### src/rtl/nor_pkg.sv
// Shared constants and the bitwise NOR helper used across the NOR library cells.
package nor_pkg;

  localparam int unsigned NOR_WIDTH_DEF = 1;
  localparam int unsigned NOR_CNT_W_DEF = 16;
  // Widest operand the helper handles; callers zero-extend into this width.
  localparam int unsigned NOR_MAX_W     = 64;

  function automatic logic [NOR_MAX_W-1:0] nor_vec(input logic [NOR_MAX_W-1:0] x,
                                                   input logic [NOR_MAX_W-1:0] y);
    return ~(x | y);
  endfunction

endpackage

### src/rtl/nor_2x1_sat_counter.sv
// Saturating up-counter with synchronous clear; clear takes priority over increment.
module sat_counter
  import nor_pkg::*;
#(
  parameter int unsigned CNT_W = NOR_CNT_W_DEF
) (
  input  logic             clk,
  input  logic             rst_n,
  input  logic             inc,
  input  logic             clr,
  output logic [CNT_W-1:0] count
);

  always_ff @(posedge clk or negedge rst_n) begin
    if (!rst_n) begin
      count <= '0;
    end else if (clr) begin
      count <= '0;
    end else if (inc && (count != '1)) begin
      count <= count + 1'b1;
    end
  end

endmodule

### src/rtl/nor_2x1.sv
// Bitwise NOR cell: combinational result, valid-qualified registered copy,
// and a saturating count of valid all-ones results.
module nor_2x1
  import nor_pkg::*;
#(
  parameter int unsigned WIDTH = NOR_WIDTH_DEF,
  parameter int unsigned CNT_W = NOR_CNT_W_DEF
) (
  input  logic             clk,
  input  logic             rst_n,
  input  logic [WIDTH-1:0] a,
  input  logic [WIDTH-1:0] b,
  output logic [WIDTH-1:0] out,
  input  logic             in_valid,
  output logic [WIDTH-1:0] out_q,
  output logic             out_valid,
  input  logic             clr_cnt,
  output logic [CNT_W-1:0] hit_cnt
);

  logic [NOR_MAX_W-1:0] a_ext;
  logic [NOR_MAX_W-1:0] b_ext;
  logic [NOR_MAX_W-1:0] nor_ext;
  logic                 all_ones;
  logic                 unused_hi;

  // Operands are widened to the helper's fixed width; only the low WIDTH bits matter.
  always_comb begin
    a_ext             = '0;
    b_ext             = '0;
    a_ext[WIDTH-1:0]  = a;
    b_ext[WIDTH-1:0]  = b;
  end

  assign nor_ext   = nor_vec(a_ext, b_ext);
  assign out       = nor_ext[WIDTH-1:0];
  assign all_ones  = &out;
  assign unused_hi = ^nor_ext;

  always_ff @(posedge clk or negedge rst_n) begin
    if (!rst_n) begin
      out_q     <= '0;
      out_valid <= 1'b0;
    end else begin
      out_valid <= in_valid;
      if (in_valid) begin
        out_q <= out;
      end
    end
  end

  sat_counter #(
    .CNT_W(CNT_W)
  ) u_hit_cnt (
    .clk  (clk),
    .rst_n(rst_n),
    .inc  (in_valid & all_ones),
    .clr  (clr_cnt),
    .count(hit_cnt)
  );

endmodule

### config.mk
export PLATFORM = sky130hd
export DESIGN_NAME = nor_2x1
export DESIGN_NICKNAME = d
export VERILOG_FILES = /design/src/rtl/nor_pkg.sv /design/src/rtl/nor_2x1_sat_counter.sv /design/src/rtl/nor_2x1.sv
export SDC_FILE = /design/constraint.sdc
export NUM_CORES = 1
export LEC_CHECK = 0
export CORE_UTILIZATION = 48
export DETAILED_ROUTE_END_ITERATION = 6
export PLACE_DENSITY = 0.78
export SYNTH_ARGS = -nofsm -noshare
export SYNTH_HDL_FRONTEND = slang
export SYNTH_SLANG_ARGS = --single-unit
### constraint.sdc
create_clock -name clk -period 5.7 [get_ports clk]
set_clock_uncertainty 0.2 [all_clocks]
set_input_delay 0.855 -clock clk [delete_from_list [all_inputs] [get_ports clk]]
set_output_delay 0.855 -clock clk [all_outputs]
set_load 0.05 [all_outputs]
==> results.toml, run 1 <==
[grt]
antenna_found_initial = 0
grt_usage_pct = 23.2
grt_pass1_wl_um = 4240
grt_max_degree = 19
grt-ovfl-total = 0
grt_pass1_vias = 896

[layout]
final_common_cell = "clkdlybuf4s50_1"
ff_latch_area_um2 = 450
area_growth_pct = 26.2
multi_input_area_um2 = 528
layout.nets = 139
nFillCells = 164
layout-drive-gt1-share_pct = 6.87
antenna_cells = 0
stdcell_count = 158
final_cell_mix = "clkdlybuf4s50_1, dfrtp_1, nand2_1"

[sta]
fmax_mhz = 304
hold_violations = 0
slew_headroom_pct = 46.8
drv_slew = 0
setup_tns_ns = 0
fin_crit_sh_pct = 57.7
worstMarginPinSlew_ns = 0.795
period_minus_slack_ns = 3.29
finalSetupViolCount = 0
rsz0062_at_grt = "no"
fin_ws_ns = 2.41

[run]
drv_cap = 0

[yosys]
ys_warn_count = 0
synth_ff_type = "dfrtp_1"
synth_fa_ha_area_share_pct = 1.21
synthesis.nets = 115
syn-cell-area_mm2 = 0.00103
syn_area_per_cell_um2 = 9.57
synth_top_family_by_area = "simple AND/OR/NAND/NOR gates"
synthArstFlopShare_pct = 100
synth-seq-cells = 18
synth_xor_area_share_pct = 0
synthMuxAreaShare_pct = 3.15
yosysSeqAreaShare_pct = 43.6
synth.area.top_cells = "dfrtp_1, a21oi_1, and3_1"
synth_compound_area_share_pct = 16.5
synth_top_area_share_pct = 43.6
synth_edf_count = 0
yosysTopAreaCell = "dfrtp_1"
ys_types = 39
yosys.area_share.simple_pct = 30.3
syn_inst = 108

[floorplanning]
start_util_pct = 51.6
die_h_um = 48.4
ioPinCount = 25
coreArea_mm2 = 0.00200
die_w_um = 48.4
fp.dieArea_mm2 = 0.00234
rows = 16

[drt]
wl_per_cell_um = 15.4
vias = 992
vias_per_cell = 6.28
drc = 0
first_iter_violations = 50
drtAntennaViolNets = 0
routed_wl_um = 2430
drtPass1Iterations = 4

[power]
peakVddDrop_mv = 0.197
p_leak_uw = 0.000507
power_density_mw_per_mm2 = 181

[place]
preCtsSetupSlack_ns = 2.42
portBuffers = 24
dp.cells = 154
dp_hpwl_um = 1740
gp_congestion = 0.851

[cts]
cts_made_buffers = 3
htree_levels = 1
clkTransAtPathRegs_ns = 0.09
ctsHoldBuffers = 0
insertion_delay_ns = 0.29
tritoncts = "built"
cts_buffer_depth = 2
cts.repair.resized = 0
postCtsSetupRepairBufs = 0
clock-root-buffer = "clkbuf_4"
cts_num_sinks = 18

[worst_setup_path]
crit_type = "in -> out"
critPathArrivalTime_ns = 2.24
worstPathRequired_ns = 4.64
path_max_fanout = 4
endpoint_kind = "output port"
cp-start-kind = "primary input"

[hold_path]
hold_path_class = "reg -> reg"

[outcome]
status = "completed"
-- cell usage after synthesis (2+ instances only) --
cell and count:
nor3_1 4, or3_1 2, a211oi_1 3, or3b_1 2, mux2_2 2, dfrtp_1 18
a311oi_1 2, a21oi_1 7, a31oi_1 4, nand3_1 5, nor2b_1 3, nand4_1 5
buf_6 2, o21ai_0 4, and3_1 5, o41ai_1 2, nand2_1 8, nor3b_1 2
nor2_1 5, inv_1 4
-- critical path, stage by stage --
cell             delay [ns]
clkdlybuf4s50_1        0.46
nor2_1                 0.12
clkdlybuf4s50_1        0.80
-- stage by stage --
stage	utilization, %	hold slack [ns]	cell area, um^2	power (uW)
floorplan	-	0.359	1030	149
global placement	63.3	0.315	1270	160
detailed placement	63.3	0.319	1270	161
CTS	65.1	0.337	1300	237
global route	65.1	0.396	1300	246
finish	65.1	0.337	1300	237
-- final timing paths --
kind	start	to	slack (ns)	depth (start not counted)
hold / removal	out_q	out_q	0.34	2
setup / recovery	b	out	2.41	3
min in group asynchronous	rst_n	u_hit_cnt.count[4]	0.81	1
setup reg to reg	u_hit_cnt.count[1]	u_hit_cnt.count[9]	3.59	5
hold reg to reg	out_q	out_q	0.34	2
max in group asynchronous	rst_n	u_hit_cnt.count[1]	3.99	1
-- layer usage --
metal | vias to the layer above | part of all wire, % | GRT usage (%)
met3 | 7 | 6.2 | 2.83
met4 | 0 | 2.4 | 10.3
met2 | 56 | 48 | 38.0
li1 | 466 | - | -
met5 | - | 0 | 0
met1 | 463 | 43 | 30.9
-- flip-flops by register name (all words and copies together), names as in the netlist --
signal and cells:
u_hit_cnt.count 16, out_q 1, out_valid 1
-- area by class of cell --
class / count / area share [%]
multi-input cells: 81 / 40.5
flip-flops and latches: 18 / 34.5
repair buffers: 24 / 18.4
clock buffers: 4 / 2.78
well taps: 27 / 2.59
inverters: 4 / 1.15
-- cell families after synthesis --
kind of cell | after synthesis
compound gates | 26
fa+ha+maj | 1
buf+inv | 9
flops | 18
mux | 3
simple gates | 51
-- power breakdown --
part | switching (uW) | leakage [uW] | internal (uW)
clock | 38.9 | 0.0000210 | 38.9
combinational | 18.1 | 0.000238 | 9.23
sequential | 1.75 | 0.000247 | 130
total | 58.8 | 0.000507 | 178
Power figures use the tool's default switching activity.
==> run 2, diff against run 1 <==
- clock period: 5.7 -> 3.2 ns (I/O delays scaled with it)
==> results.toml, run 2 (synthesized netlist as in run 1, its figures left out) <==
[power]
total_power_uw = 419
seqPwrFrac_pct = 55.9
pwr-share-clk_pct = 32.5
power_density_mw_per_mm2 = 319
p_switching_uw = 101
p_comb_share_pct = 11.6
p_leak_uw = 0.000511
peakVddDrop_mv = 0.318
switching_share_pct = 24.2
internal_power_uw = 317

[grt]
grt_pass1_wl_um = 3830
top_usage_layer = "met2"
antenna_found_initial = 0
grt_usage_pct = 21.2
grt_pass1_vias = 877
grt-ovfl-total = 0
use_met3_pct = 3.77
met1_usage_pct = 27.2
grt_max_degree = 19
use_met2_pct = 34.0

[sta]
hold_violations = 0
finalSetupViolCount = 0
drv_slew = 0
fin_crit_sh_pct = 79.2
fin_ws_ns = 0.664
slew_headroom_pct = 48.4
fmax_mhz = 394
whs_ns = 0.339
rsz0062_at_grt = "no"
period_minus_slack_ns = 2.54
worstMarginPinSlew_ns = 0.772
setup_tns_ns = 0

[layout]
reg_top3 = "u_hit_cnt.count x16, out_q x1, out_valid x1"
final_common_cell = "clkdlybuf4s50_1"
final_cell_mix = "clkdlybuf4s50_1, dfrtp_1, nand2_1"
top_register = "u_hit_cnt.count"
largest_register_ffs = 16
layout.nets = 140
fin_util_pct = 65.5
multi_input_area_um2 = 528
nFillCells = 170
ff_latch_area_um2 = 450
area_growth_pct = 26.9
antenna_cells = 0
layout-drive-gt1-share_pct = 7.58

[drt]
drc = 0
vias = 964
first_iter_violations = 20
routed_wl_um = 2290
drtAntennaViolNets = 0
vias_per_cell = 6.06
wl_per_cell_um = 14.4
drtPass1Iterations = 4

[worst_setup_path]
cp_top_family = "buffers and inverters"
path_buf_inv = 2
path_max_fanout = 4
cp-start-kind = "primary input"
setup.worst_path.end = "out"
r2r-start = "u_hit_cnt.count[1]"
worstPathRequired_ns = 2.52
worst-r2r-cell-count = 5
critPathMaxStageDelay_ns = 0.80
endpoint_kind = "output port"
slowest_stage = "clkdlybuf4s50_1"
crit_path_frequent_cell = "clkdlybuf4s50_1"
r2r-end = "u_hit_cnt.count[9]"
crit_type = "in -> out"
path_cells = "clkdlybuf4s50_1 -> nor2_1 -> clkdlybuf4s50_1"
critical_path.startpoint = "b"
crit_cells = 3
r2r_setup_slack_ns = 1.05
critPathArrivalTime_ns = 1.86

[cts]
cts_made_buffers = 3
htree_levels = 1
cts.repair.resized = 0
postCtsSetupRepairBufs = 0
cts_num_sinks = 18
ctsHoldBuffers = 0
clkTransAtPathRegs_ns = 0.10
insertion_delay_ns = 0.29
tritoncts = "built"
cts_buffer_depth = 2
clock-root-buffer = "clkbuf_4"

[floorplanning]
rows = 16
coreArea_mm2 = 0.00200
die_h_um = 48.4
ioPinCount = 25
fp.dieArea_mm2 = 0.00234
start_util_pct = 51.6
die_w_um = 48.4

[place]
gp_congestion = 0.851
portBuffers = 24
preCtsSetupSlack_ns = 0.495
dp_hpwl_um = 1700

[run]
drv_cap = 0

[hold_path]
hold_path_class = "reg -> reg"
min_from = "out_q"

[outcome]
status = "completed"
## run 2: cell types whose count changed in the layout (fill, tap and decap cells not counted)
cell / before / now
buf_4: 0 / 1
## run 2: cell type report
class / instances / area share (%)
Inverter: 4 / 1.15
Sequential cell: 18 / 34.4
Multi-Input combinational cell: 81 / 40.3
Clock buffer: 4 / 2.77
Timing Repair Buffer: 25 / 18.9
Tap cell: 27 / 2.58
## run 2: how the worst min path moves through the flow
stage | endpoint | slack [ns] | cells past startpoint
global placement | out_q | 0.33 | 2
finish | out_q | 0.34 | 2
CTS | out_q | 0.34 | 2
global route | out_q | 0.38 | 2
detailed placement | out_q | 0.32 | 2
floorplan | out_q | -0.02 | 0
## run 2: stage by stage
stage | std cells | instance area (um^2)
6_report | 159 | 1310
5_1_grt | 159 | 1310
4_1_cts | 159 | 1310
3_5_place_dp | 155 | 1270
3_3_place_gp | 155 | 1270
2_1_floorplan | 108 | 1030
## run 2: power by group through the flow
stage | Clock [uW] | Combinational (uW) | Sequential (uW)
after floorplan | 0 | 15.9 | 250
after global placement | 0 | 48.6 | 238
after detailed placement | 0 | 49.1 | 238
after CTS | 138 | 49.0 | 234
after global routing | 154 | 52.3 | 235
final | 136 | 48.5 | 234
## run 2: worst register-to-register path: stages, from the launching register on
cell	delay, ns
dfrtp_1	0.43
ha_1	0.22
nand4_1	0.14
nor3_2	0.50
and4b_1	0.28
mux2_2	0.27
## run 2: per-layer routing
| layer | vias to the layer above | routed length, um |
|---|---|---|
| li1 | 467 | - |
| met1 | 455 | 1000 |
| met2 | 34 | 1090 |
| met3 | 8 | 129 |
| met4 | 0 | 61 |
| met5 | - | 0 |
==> run 3, diff against run 2 <==
- CORE_ASPECT_RATIO: unset -> 0.6
- CORE_UTILIZATION: 48 -> 43
- PLACE_DENSITY: 0.78 -> 0.74
- clock period: 3.2 -> 2.07 ns (I/O delays scaled with it)
==> results.toml, run 3 (synthesized netlist as in run 1, its figures left out) <==
[outcome]
status = "completed"

[cts]
cts_buffer_depth = 2
postCtsSetupRepairBufs = 0
insertion_delay_ns = 0.25
cts_num_sinks = 18
tritoncts = "built"
clock-root-buffer = "clkbuf_8"
ctsHoldBuffers = 0
cts_made_buffers = 3
clkTransAtPathRegs_ns = 0.07
htree_levels = 1

[power]
internal_power_uw = 563
power_density_mw_per_mm2 = 498
total_power_uw = 729
seqPwrFrac_pct = 49.9
p_comb_share_pct = 12.1
pwr-share-clk_pct = 38.0
peakVddDrop_mv = 0.454
p_switching_uw = 167
p_leak_uw = 0.000624
switching_share_pct = 22.8

[sta]
worstMarginPinSlew_ns = 0.510
fin_crit_sh_pct = 96.8
fin_ws_ns = 0.0659
hold_violations = 0
fmax_mhz = 499
drv_slew = 0
whs_ns = 0.181
finalSetupViolCount = 0
rsz0062_at_grt = "no"
slew_headroom_pct = 65.9
period_minus_slack_ns = 2.00
setup_tns_ns = 0

[drt]
wl_per_cell_um = 15.4
drtPass1Iterations = 4
vias = 1059
routed_wl_um = 2730
drtAntennaViolNets = 0
vias_per_cell = 5.98
first_iter_violations = 41
drc = 0

[floorplanning]
die_h_um = 40.0
start_util_pct = 46.7
fp.dieArea_mm2 = 0.00261
die_w_um = 65.3
coreArea_mm2 = 0.00221
rows = 13
ioPinCount = 25

[layout]
antenna_cells = 0
top_register = "u_hit_cnt.count"
final_common_cell = "buf_4"
largest_register_ffs = 16
layout.nets = 155
area_growth_pct = 41.6
layout-drive-gt1-share_pct = 32.7
fin_util_pct = 66.2
final_cell_mix = "buf_4, clkdlybuf4s50_1, dfrtp_1, dfrtp_2, nand2_1"
reg_top3 = "u_hit_cnt.count x16, out_q x1, out_valid x1"

[worst_setup_path]
worstPathRequired_ns = 2.01
critPathArrivalTime_ns = 1.94
endpoint_kind = "flip-flop"
crit_type = "reg -> reg"
cp-start-kind = "flip-flop"
path_max_fanout = 6

[place]
preCtsSetupSlack_ns = -0.318
dp_hpwl_um = 2120
portBuffers = 24
gp_congestion = 0.867

[run]
drv_cap = 0

[hold_path]
hold_path_class = "in -> async"

[grt]
antenna_found_initial = 0
met1_usage_pct = 31.2
grt_pass1_wl_um = 4450
grt_max_degree = 19
use_met3_pct = 5.97
top_usage_layer = "met2"
grt-ovfl-total = 0
grt_usage_pct = 23.2
use_met2_pct = 40.2
grt_pass1_vias = 954
==> run 3: cell type report <==
type,instances,area (um^2)
Fill cell,192,748
Tap cell,30,37.5
Inverter,4,15.0
Clock buffer,4,55.1
Timing Repair Buffer,40,345
Multi-Input combinational cell,81,549
Sequential cell,18,462
==> run 3: critical path, stage by stage, from the launching register on <==
cell and delay, ns:
dfrtp_2 0.41, and3_1 0.33, and2_0 0.36, and4b_1 0.26, mux2_2 0.33
==> run 3: timing repair <==
| action | CTS | global route |
|---|---|---|
| resized for setup | 2 | 2 |
| cloned | 0 | 0 |
| pin swaps | 0 | 1 |
| setup endpoints to repair | 1 | 5 |
==> run 3: final timing paths <==
path	start	endpoint	slack, ns	cells past startpoint
max in group asynchronous	rst_n	u_hit_cnt.count[0]	1.28	2
min in group clk	out_q	out_q	0.32	2
hold reg to reg	out_q	out_q	0.32	2
hold / removal	rst_n	u_hit_cnt.count[9]	0.18	2
setup / recovery	u_hit_cnt.count[3]	u_hit_cnt.count[9]	0.07	4
setup reg to reg	u_hit_cnt.count[3]	u_hit_cnt.count[9]	0.07	4
==> run 3: power groups by stage <==
stage	combinational, uW	sequential, uW	clock [uW]
floorplan	24.5	388	0
global placement	86.2	369	0
detailed placement	87.7	370	0
CTS	89.0	363	286
global route	94.7	363	301
finish	88.2	364	277
==> run 3: layer usage <==
layer	wire, um	vias up
met5	0	-
met4	12	0
met3	253	2
li1	-	500
met2	1140	57
met1	1320	500
==> run 3: stage by stage <==
| step | std cells | instance area (um^2) |
|---|---|---|
| floorplan | 108 | 1040 |
| global placement | 173 | 1390 |
| CTS | 177 | 1450 |
| detailed placement | 173 | 1390 |
| global route | 177 | 1460 |
| finish | 177 | 1460 |
